==> src/rtl/pll_mon_pkg.sv <==
// PLL lock monitor shared types: per-channel state encoding and timer width helper.
// No logic, no latency; optional lock filter is PLL_MON_LOCK_FILTER_EN (used in pll_mon_ch).
package pll_mon_pkg;

  typedef enum logic [1:0] {
    ST_WAIT   = 2'd0,
    ST_LOCKED = 2'd1,
    ST_LOST   = 2'd2,
    ST_FAIL   = 2'd3
  } pll_mon_state_t;

  // Timer counts 0..timeout-1, so $clog2(timeout) bits never wrap.
  function automatic int PLL_MON_TMR_W(input int timeout);
    return (timeout < 2) ? 1 : $clog2(timeout);
  endfunction

endpackage

==> src/rtl/pll_mon_ch.sv <==
// One PLL channel: synchroniser, optional debounce (PLL_MON_LOCK_FILTER_EN), supervisory FSM, error flag/counter.
// Lock rise to LOCKED in SYNC_STAGES+1 edges (+FILTER_LEN filtered); no backpressure, status always valid.
module pll_mon_ch
  import pll_mon_pkg::*;
#(
  parameter int SYNC_STAGES  = 3,
  parameter int LOCK_TIMEOUT = 50000,
  parameter int MAX_RELOCK   = 1,
  parameter int ERR_CNT_W    = 3,
  parameter int FILTER_LEN   = 8
) (
  input  logic                 clk_tb,
  input  logic                 rst_n,
  input  logic                 pll_lock,
  input  logic                 ch_en,
  input  logic                 clr,
  output pll_mon_state_t       state,
  output logic                 lock_ok,
  output logic                 err_chk,
  output logic [ERR_CNT_W-1:0] err_cnt
);

  localparam int TMR_W = PLL_MON_TMR_W(LOCK_TIMEOUT);
  localparam int RLK_W = (MAX_RELOCK < 1) ? 1 : $clog2(MAX_RELOCK + 1);
  localparam logic [TMR_W-1:0]     TMO_MAX = TMR_W'(LOCK_TIMEOUT - 1);
  localparam logic [RLK_W-1:0]     RLK_MAX = RLK_W'(MAX_RELOCK);
  localparam logic [ERR_CNT_W-1:0] CNT_MAX = '1;

  if (SYNC_STAGES < 2 || LOCK_TIMEOUT < 2 || MAX_RELOCK < 0 || ERR_CNT_W < 1 || FILTER_LEN < 1)
  begin : g_bad_param
    $error("pll_mon_ch: parameter out of range");
  end

  logic [SYNC_STAGES-1:0] sync_q;
  logic                   lock_s;
  logic                   lock_f;

  always_ff @(posedge clk_tb or negedge rst_n) begin
    if (!rst_n) sync_q <= '0;
    else        sync_q <= {sync_q[SYNC_STAGES-2:0], pll_lock};
  end

  assign lock_s = sync_q[SYNC_STAGES-1];

`ifdef PLL_MON_LOCK_FILTER_EN
  localparam int FLT_W = $clog2(FILTER_LEN + 1);
  localparam logic [FLT_W-1:0] FLT_MAX = FLT_W'(FILTER_LEN);

  logic [FLT_W-1:0] flt_cnt;

  // Rises only after FILTER_LEN consecutive high samples; any low sample drops it at once.
  always_ff @(posedge clk_tb or negedge rst_n) begin
    if (!rst_n)                 flt_cnt <= '0;
    else if (!lock_s)           flt_cnt <= '0;
    else if (flt_cnt != FLT_MAX) flt_cnt <= flt_cnt + 1'b1;
  end

  assign lock_f = lock_s && (flt_cnt == FLT_MAX);
`else
  assign lock_f = lock_s;
`endif

  pll_mon_state_t   state_nxt;
  logic [TMR_W-1:0] tmr, tmr_nxt;
  logic [RLK_W-1:0] rlk_cnt, rlk_nxt;

  always_ff @(posedge clk_tb or negedge rst_n) begin
    if (!rst_n) begin
      state   <= ST_WAIT;
      tmr     <= '0;
      rlk_cnt <= '0;
    end else begin
      state   <= state_nxt;
      tmr     <= tmr_nxt;
      rlk_cnt <= rlk_nxt;
    end
  end

  always_comb begin
    state_nxt = state;
    tmr_nxt   = tmr;
    rlk_nxt   = rlk_cnt;
    if (clr || !ch_en) begin
      state_nxt = ST_WAIT;
      tmr_nxt   = '0;
      rlk_nxt   = '0;
    end else begin
      unique case (state)
        ST_WAIT: begin
          // Lock is checked before the timeout so a same-cycle lock wins.
          if (lock_f) begin
            state_nxt = ST_LOCKED;
            tmr_nxt   = '0;
          end else if (tmr == TMO_MAX) begin
            state_nxt = ST_FAIL;
          end else begin
            tmr_nxt = tmr + 1'b1;
          end
        end
        ST_LOCKED: begin
          if (!lock_f) begin
            state_nxt = ST_LOST;
            tmr_nxt   = '0;
          end
        end
        ST_LOST: begin
          if (lock_f) begin
            if (rlk_cnt < RLK_MAX) begin
              state_nxt = ST_LOCKED;
              rlk_nxt   = rlk_cnt + 1'b1;
            end else begin
              state_nxt = ST_FAIL;
            end
          end else if (tmr == TMO_MAX) begin
            state_nxt = ST_FAIL;
          end else begin
            tmr_nxt = tmr + 1'b1;
          end
        end
        ST_FAIL: state_nxt = ST_FAIL;
        default: state_nxt = ST_WAIT;
      endcase
    end
  end

  assign lock_ok = (state == ST_LOCKED);

  // Error flag lags the state by one edge; the counter lags the flag by one more.
  always_ff @(posedge clk_tb or negedge rst_n) begin
    if (!rst_n) begin
      err_chk <= 1'b0;
      err_cnt <= '0;
    end else if (clr) begin
      err_chk <= 1'b0;
      err_cnt <= '0;
    end else begin
      err_chk <= (state == ST_LOST) || (state == ST_FAIL);
      if (err_chk && (err_cnt != CNT_MAX)) err_cnt <= err_cnt + 1'b1;
    end
  end

endmodule

==> src/rtl/pll_lock_monitor.sv <==
// Multi-channel PLL lock supervisor; one pll_mon_ch per input, any_err is a combinational OR of err_chk.
// Latency per channel as in pll_mon_ch (lock filter via PLL_MON_LOCK_FILTER_EN); no backpressure.
module pll_lock_monitor
  import pll_mon_pkg::*;
#(
  parameter int NUM_CH       = 4,
  parameter int SYNC_STAGES  = 3,
  parameter int LOCK_TIMEOUT = 50000,
  parameter int MAX_RELOCK   = 1,
  parameter int ERR_CNT_W    = 3,
  parameter int FILTER_LEN   = 8
) (
  input  logic                        clk_tb,
  input  logic                        rst_n,
  input  logic [NUM_CH-1:0]           pll_lock,
  input  logic [NUM_CH-1:0]           ch_en,
  input  logic                        clr,
  output logic [2*NUM_CH-1:0]         ch_state,
  output logic [NUM_CH-1:0]           lock_ok,
  output logic [NUM_CH-1:0]           err_chk,
  output logic [ERR_CNT_W*NUM_CH-1:0] err_cnt,
  output logic                        any_err
);

  if (NUM_CH < 1 || NUM_CH > 16) begin : g_bad_num_ch
    $error("pll_lock_monitor: NUM_CH out of range");
  end

  pll_mon_state_t ch_st [NUM_CH];

  for (genvar i = 0; i < NUM_CH; i++) begin : g_ch
    pll_mon_ch #(
      .SYNC_STAGES (SYNC_STAGES),
      .LOCK_TIMEOUT(LOCK_TIMEOUT),
      .MAX_RELOCK  (MAX_RELOCK),
      .ERR_CNT_W   (ERR_CNT_W),
      .FILTER_LEN  (FILTER_LEN)
    ) u_ch (
      .clk_tb  (clk_tb),
      .rst_n   (rst_n),
      .pll_lock(pll_lock[i]),
      .ch_en   (ch_en[i]),
      .clr     (clr),
      .state   (ch_st[i]),
      .lock_ok (lock_ok[i]),
      .err_chk (err_chk[i]),
      .err_cnt (err_cnt[ERR_CNT_W*i +: ERR_CNT_W])
    );

    assign ch_state[2*i +: 2] = ch_st[i];
  end

  assign any_err = |err_chk;

endmodule

==> config.mk <==
export PLATFORM = sky130hd
export DESIGN_NAME = pll_lock_monitor
export DESIGN_NICKNAME = d
export VERILOG_FILES = /design/src/rtl/pll_mon_pkg.sv /design/src/rtl/pll_mon_ch.sv /design/src/rtl/pll_lock_monitor.sv
export SDC_FILE = /design/constraint.sdc
export NUM_CORES = 1
export LEC_CHECK = 0
export ABC_AREA = 0
export CAP_MARGIN = 30
export CORE_ASPECT_RATIO = 0.75
export CORE_MARGIN = 2
export CORE_UTILIZATION = 49
export CTS_BUF_LIST = sky130_fd_sc_hd__clkbuf_8 sky130_fd_sc_hd__clkbuf_16
export CTS_CLUSTER_DIAMETER = 50
export DETAILED_ROUTE_END_ITERATION = 8
export DONT_BUFFER_PORTS = 1
export PLACE_DENSITY = 0.73
export SYNTH_ARGS = -nofsm -noshare
export SYNTH_HDL_FRONTEND = slang
export SYNTH_SLANG_ARGS = --single-unit
==> constraint.sdc <==
create_clock -name clk_tb -period 6 [get_ports clk_tb]
set_input_delay 1.2 -clock clk_tb [delete_from_list [all_inputs] [get_ports clk_tb]]
set_output_delay 1.2 -clock clk_tb [all_outputs]
set_load 0.01 [all_outputs]
## Word-level counts from Yosys, hierarchy flattened

Cells that the tools add are included.

- Output and inout port bits: 29
- Register bits: 104

- Reductions and logical operators: 49
- $add $sub $neg: 12
- Muxes and demuxes: 80
- $lt $le $gt $ge: 4
- Equal/unequal tests: 28

Operators with widths:

| kind | number |
|---|---|
| 2-to-1 mux 16 bit | 20 |
| case mux 16 bit (3 select lines) | 4 |
| adder 16 x 1 -> 16 bit, second input constant | 4 |
| == test 16 bit, second input constant | 4 |
| 2-to-1 mux 2 bit | 24 |
| != test 3 bit, second input constant | 12 |
| case mux 2 bit (4 select lines) | 4 |
| nonzero test 2 bit | 16 |
| 2-to-1 mux 3 bit | 8 |
| AND reduction 3 bit | 8 |
| 2-to-1 mux 1 bit | 20 |
| == test 2 bit, second input constant | 8 |
| nonzero test 4 bit | 4 |
| adder 3 x 1 -> 3 bit, second input constant | 4 |
| == test 2 x 1 -> 1 bit, second input constant | 4 |
| logical NOT 2 bit | 4 |
| logical OR 1 bit | 8 |
| adder 1 bit, second input constant | 4 |
| logical AND 1 bit | 4 |
| logical NOT 1 bit | 4 |
| < comparator 1 bit, second input constant | 4 |
| OR reduction 4 bit | 1 |

## Logic depth before layout (Yosys ltp)

- Depth after elaboration: 5
- Gate-level depth with buffers: 9
- Depth with buffers taken out: 6

## Hierarchy

From an unflattened synthesis, not the netlist that was laid out.

- Cell total of the unflattened synthesis: 601
- Area, all modules: 5936.9 um^2

By module, submodules not included:

| module | cells an instance | instances | area each (um^2) |
|---|---|---|---|
| pll_mon_ch at g_ch[0].u_ch ... | 150 | 3 | 1482.7 |
| pll_mon_ch at g_ch[3].u_ch | 150 | 1 | 1481.4 |
| pll_lock_monitor | 1 | 1 | 7.5 |

## Least setup slack after synthesis

Ideal clock, no wire load.

- Path kind: input to register
- Start: input clr
- End: register g_ch[1].u_ch.tmr[14]
- Required time: 5.922 ns
- Slack: 3.390 ns
- Stages on the path: 6
- Arrival: 2.532 ns
- Path through: buf_4 nand2b_1 a21oi_1 clkbuf_1 or4b_2 a21oi_1

- Longest elaborated chain between the ends: 3
- Elaborated cells between the ends (all ways): 6

RTL lines:

| item | RTL line | source |
|---|---|---|
| start, declared | pll_lock_monitor.sv:17 | `input logic clr,` |
| logical OR 1 bit (*) | pll_mon_ch.sv:83 | `if (clr \|\| !ch_en) begin` |
| != test 3 bit (no source line) / nonzero test 4 bit (equally long branches) | -- |  |
| AND reduction 3 bit (no source line) | -- |  |
| end signal, assigned | pll_mon_ch.sv:74 | `tmr <= tmr_nxt;` |
| end, declared | pll_mon_ch.sv:64 | `logic [TMR_W-1:0] tmr, tmr_nxt;` |

Mark *: on every way between the ends. The rest lies on a longest branch, timed or not.
A chain may end at the register's enable or synchronous reset.

## Final worst setup path

- Start: register g_ch[0].u_ch.state[0]
- End: register g_ch[0].u_ch.tmr[5]

- Longest elaborated chain between the ends: 3
- Elaborated cells between the ends (all ways): 9

RTL lines:

| item | RTL line | source |
|---|---|---|
| start, declared | pll_mon_ch.sv:17 | `output pll_mon_state_t state,` |
| start signal, assigned | pll_mon_ch.sv:73 | `state <= state_nxt;` |
| == test 2 x 1 -> 1 bit, or another cell as far along | pll_mon_ch.sv:88 | `unique case (state)` |
| != test 3 bit (no source line), or another cell as far along | -- |  |
| AND reduction 3 bit (no source line) / 2-to-1 mux 16 bit (equally long branches) | -- |  |
| end signal, assigned | pll_mon_ch.sv:74 |  |
| end, declared | pll_mon_ch.sv:64 |  |

Several ways; a longest one is shown, not always the timed one.

==> results.md <==
* CP top delay family: compound AO/OA/AOI/OAI gates
* P&R area growth vs syn at 5.57%
* Setup Crit Path Kind: reg -> reg
* Post-Syn Instances at 620
* Max Cap Viol at 0
* Initial antenna violation count at 0
* Crit path capture type: flip-flop
* Cell taking the most area after synthesis: dfrtp_1
* Routed length per placed instance at 16.6 µm
* Worst-case clock buffer depth at 2
* Final Skew at 0.00781 ns
* Post-synth EDFFs at 0
* Seq/Total Area, Yosys at 0.436
* Tmin final at 2.80 ns
* Fmax at 357 MHz
* Worst path arrival time at a little over 3 ns
* Worst Hold Slack at around 0.35 ns
* VDD IR max at 0.000151 V
* Die extent in y at 99.6 µm
* Total CTS buffers at 9
* Hpwl dp at 8670 µm
* Die footprint at around 13000 µm²
* DP Area at 5990 µm²
* CP max stage cell: a21oi_2
* Core Area at 11700 µm²
* Final critical-path share of the clock period at 0.466
* Status: completed
* Clk_lat worst skew at 0.35 ns
* Critical path, cell by cell: inv_1 > ha_1 > or3_1 > a21oi_2 > nor2_1 > o21ai_0
* Headroom to the max-slew limit at 0.334
* # nets final at around 640
* Crit path buffers/inverters at 1
* Yosys warning count at 0
* Crit path max fanout at 27
* Setup_tns at 0 ns
* Final slew viol count at 0
* GR Util All Layers at 0.202
* Ant diodes at 0
* Worst Path Required at 6.27 ns
* Vias in the first global route at between 4k and 5k
* Via density at 6.31
* Root buffer cell: clkbuf_16
* Mapped Area at 5970 µm²
* Total Power at 1.37 mW
* Core Rows at 34
* DRT Pass-1 Iters at 5
* Total clock sinks at 104
* Hold buffer count at CTS at 0
* DRC viols at 0
* PwrDens at 217 nW/µm²
* Postcts setup bufs at 0
* Die W at 131 µm
* Layout cells sized above 1 at 0.0512
* Global-route wire length before repair at around 22000 µm
* Total number of vias at 4837
* Worst-Margin Slew at 0.995 ns
* Synth top cells by count: 104 x dfrtp_1, 69 x a21oi_1, 40 x nor2_1
* Syn_nets at roughly 660
* Hold Vio Cnt, Final at 0
* Ranking of synthesized cells by area: dfrtp_1 44%, ha_1 6.7%, a21oi_1 5.8%
* Gpl congestion at between 0.8 and 0.9
* Final Util at 0.537
* # setup viols final at 0
* Pin count of the biggest net entering global routing at 105
* DR iter-0 viols at 335
* FF+latch count, synth at 104
* Type of the tightest min-delay check: reg -> reg
* CTS tree: done
* GRT Residual Overflow at 0
* Synth Flop Type: dfrtp_1
* Design area at 6300 µm²
* Top-area cell type share of the netlist area at 0.436
* Yosys cell types at 60
* Crit-path max cell delay at between 0.7 and 0.8 ns
* H-tree depth at 3
* RSZ-0062 raised after global routing: no
* Initial core utilization at 0.509
* Port Buffers at 0
* Count leader, synth: dfrtp_1
* Post-cts resize count at 0
* Nature of the critical path startpoint: flip-flop
* Syn_area_per_cell at 9.63 µm²
* Async S/R FF share, synth at 1.00
* Antenna Nets Post-Route at 0
* Top-level I/O count at 40
* Final WL at ~13000 µm
* Pleak at roughly 2.5 nW
* Worst-path clk slew at 0.07 ns
==> per-layer routing <==
metal | share of wire | track usage | vias up | routed length [µm]
met1 | 0.47 | 0.272 | 2366 | 6000
met2 | 0.47 | 0.326 | 127 | 5990
li1 | - | - | 2324 | -
met3 | 0.043 | 0.0459 | 20 | 548
met4 | 0.016 | 0.0694 | 0 | 207
met5 | 0 | 0 | - | 0
==> placed cells by master, fill, tap and decap left out, types with 6 or more instances in the layout <==
| cell | Yosys | final |
|---|---|---|
| or3_1 | 18 | 18 |
| mux2i_1 | 13 | 13 |
| inv_1 | 18 | 21 |
| nand2b_1 | 7 | 7 |
| o21bai_1 | 6 | 6 |
| and3_1 | 6 | 6 |
| nand4_1 | 21 | 21 |
| nor2_1 | 40 | 40 |
| ha_1 | 32 | 32 |
| a21oi_1 | 69 | 69 |
| nand3_1 | 27 | 27 |
| or4_1 | 33 | 33 |
| clkbuf_16 | 0 | 9 |
| o31ai_1 | 31 | 31 |
| nor3_1 | 6 | 6 |
| dfrtp_1 | 104 | 104 |
| o21ai_0 | 32 | 32 |
| nand2_1 | 32 | 32 |
| and4_1 | 11 | 11 |
==> registers in the layout, indices dropped and copies added, names as in the netlist <==
signal	flops
g_ch.u_ch.err_chk	4
g_ch.u_ch.err_cnt	12
g_ch.u_ch.rlk_cnt	4
g_ch.u_ch.state	8
g_ch.u_ch.sync_q	12
g_ch.u_ch.tmr	64
==> cells by family after synthesis <==
kind of cell / count (synthesis) / synth area share
AND/OR/NAND/NOR: 240 / 0.246
XOR/XNOR: 4 / 0.00587
adder cells (fa/ha/maj): 32 / 0.0671
buffers and inverters: 52 / 0.0438
flip-flops: 104 / 0.436
multiplexers: 13 / 0.0218
AO/OA/AOI/OAI: 175 / 0.180
==> power breakdown <==
group          total [mW]  switching (mW)  internal (mW)
clock               0.598           0.256          0.342
sequential          0.718         0.00960          0.709
combinational      0.0525          0.0335         0.0190
total                1.37           0.299           1.07
==> layout make-up <==
| type | instances | area [µm²] |
|---|---|---|
| fill | 1048 | 5440 |
| multi-input combinational | 464 | 3110 |
| sequential | 104 | 2600 |
| clock buffer | 11 | 253 |
| tap | 162 | 203 |
| inverter | 18 | 67.6 |
| clock inverter | 5 | 48.8 |
| timing repair buffer | 3 | 22.5 |
==> worst paths after layout <==
kind                                           endpoint  slack (ns)  cells past startpoint              startpoint
worst min-delay path             g_ch[1].u_ch.sync_q[2]        0.35                      0  g_ch[1].u_ch.sync_q[1]
worst max register to register      g_ch[0].u_ch.tmr[5]        3.20                      6   g_ch[0].u_ch.state[0]
min in group asynchronous       g_ch[3].u_ch.err_cnt[2]        0.54                      0                   rst_n
worst max-delay path                g_ch[0].u_ch.tmr[5]        3.20                      6   g_ch[0].u_ch.state[0]
max in group asynchronous        g_ch[1].u_ch.sync_q[0]        5.32                      0                   rst_n
worst min register to register   g_ch[1].u_ch.sync_q[2]        0.35                      0  g_ch[1].u_ch.sync_q[1]
==> per-stage QoR <==
step	worst slack, ns	cells
2_1_floorplan	3.39	620
3_3_place_gp	3.16	750
3_5_place_dp	2.99	750
4_1_cts	3.20	766
5_1_grt	2.94	767
6_report	3.20	767
Power figures use the tool's default switching activity.
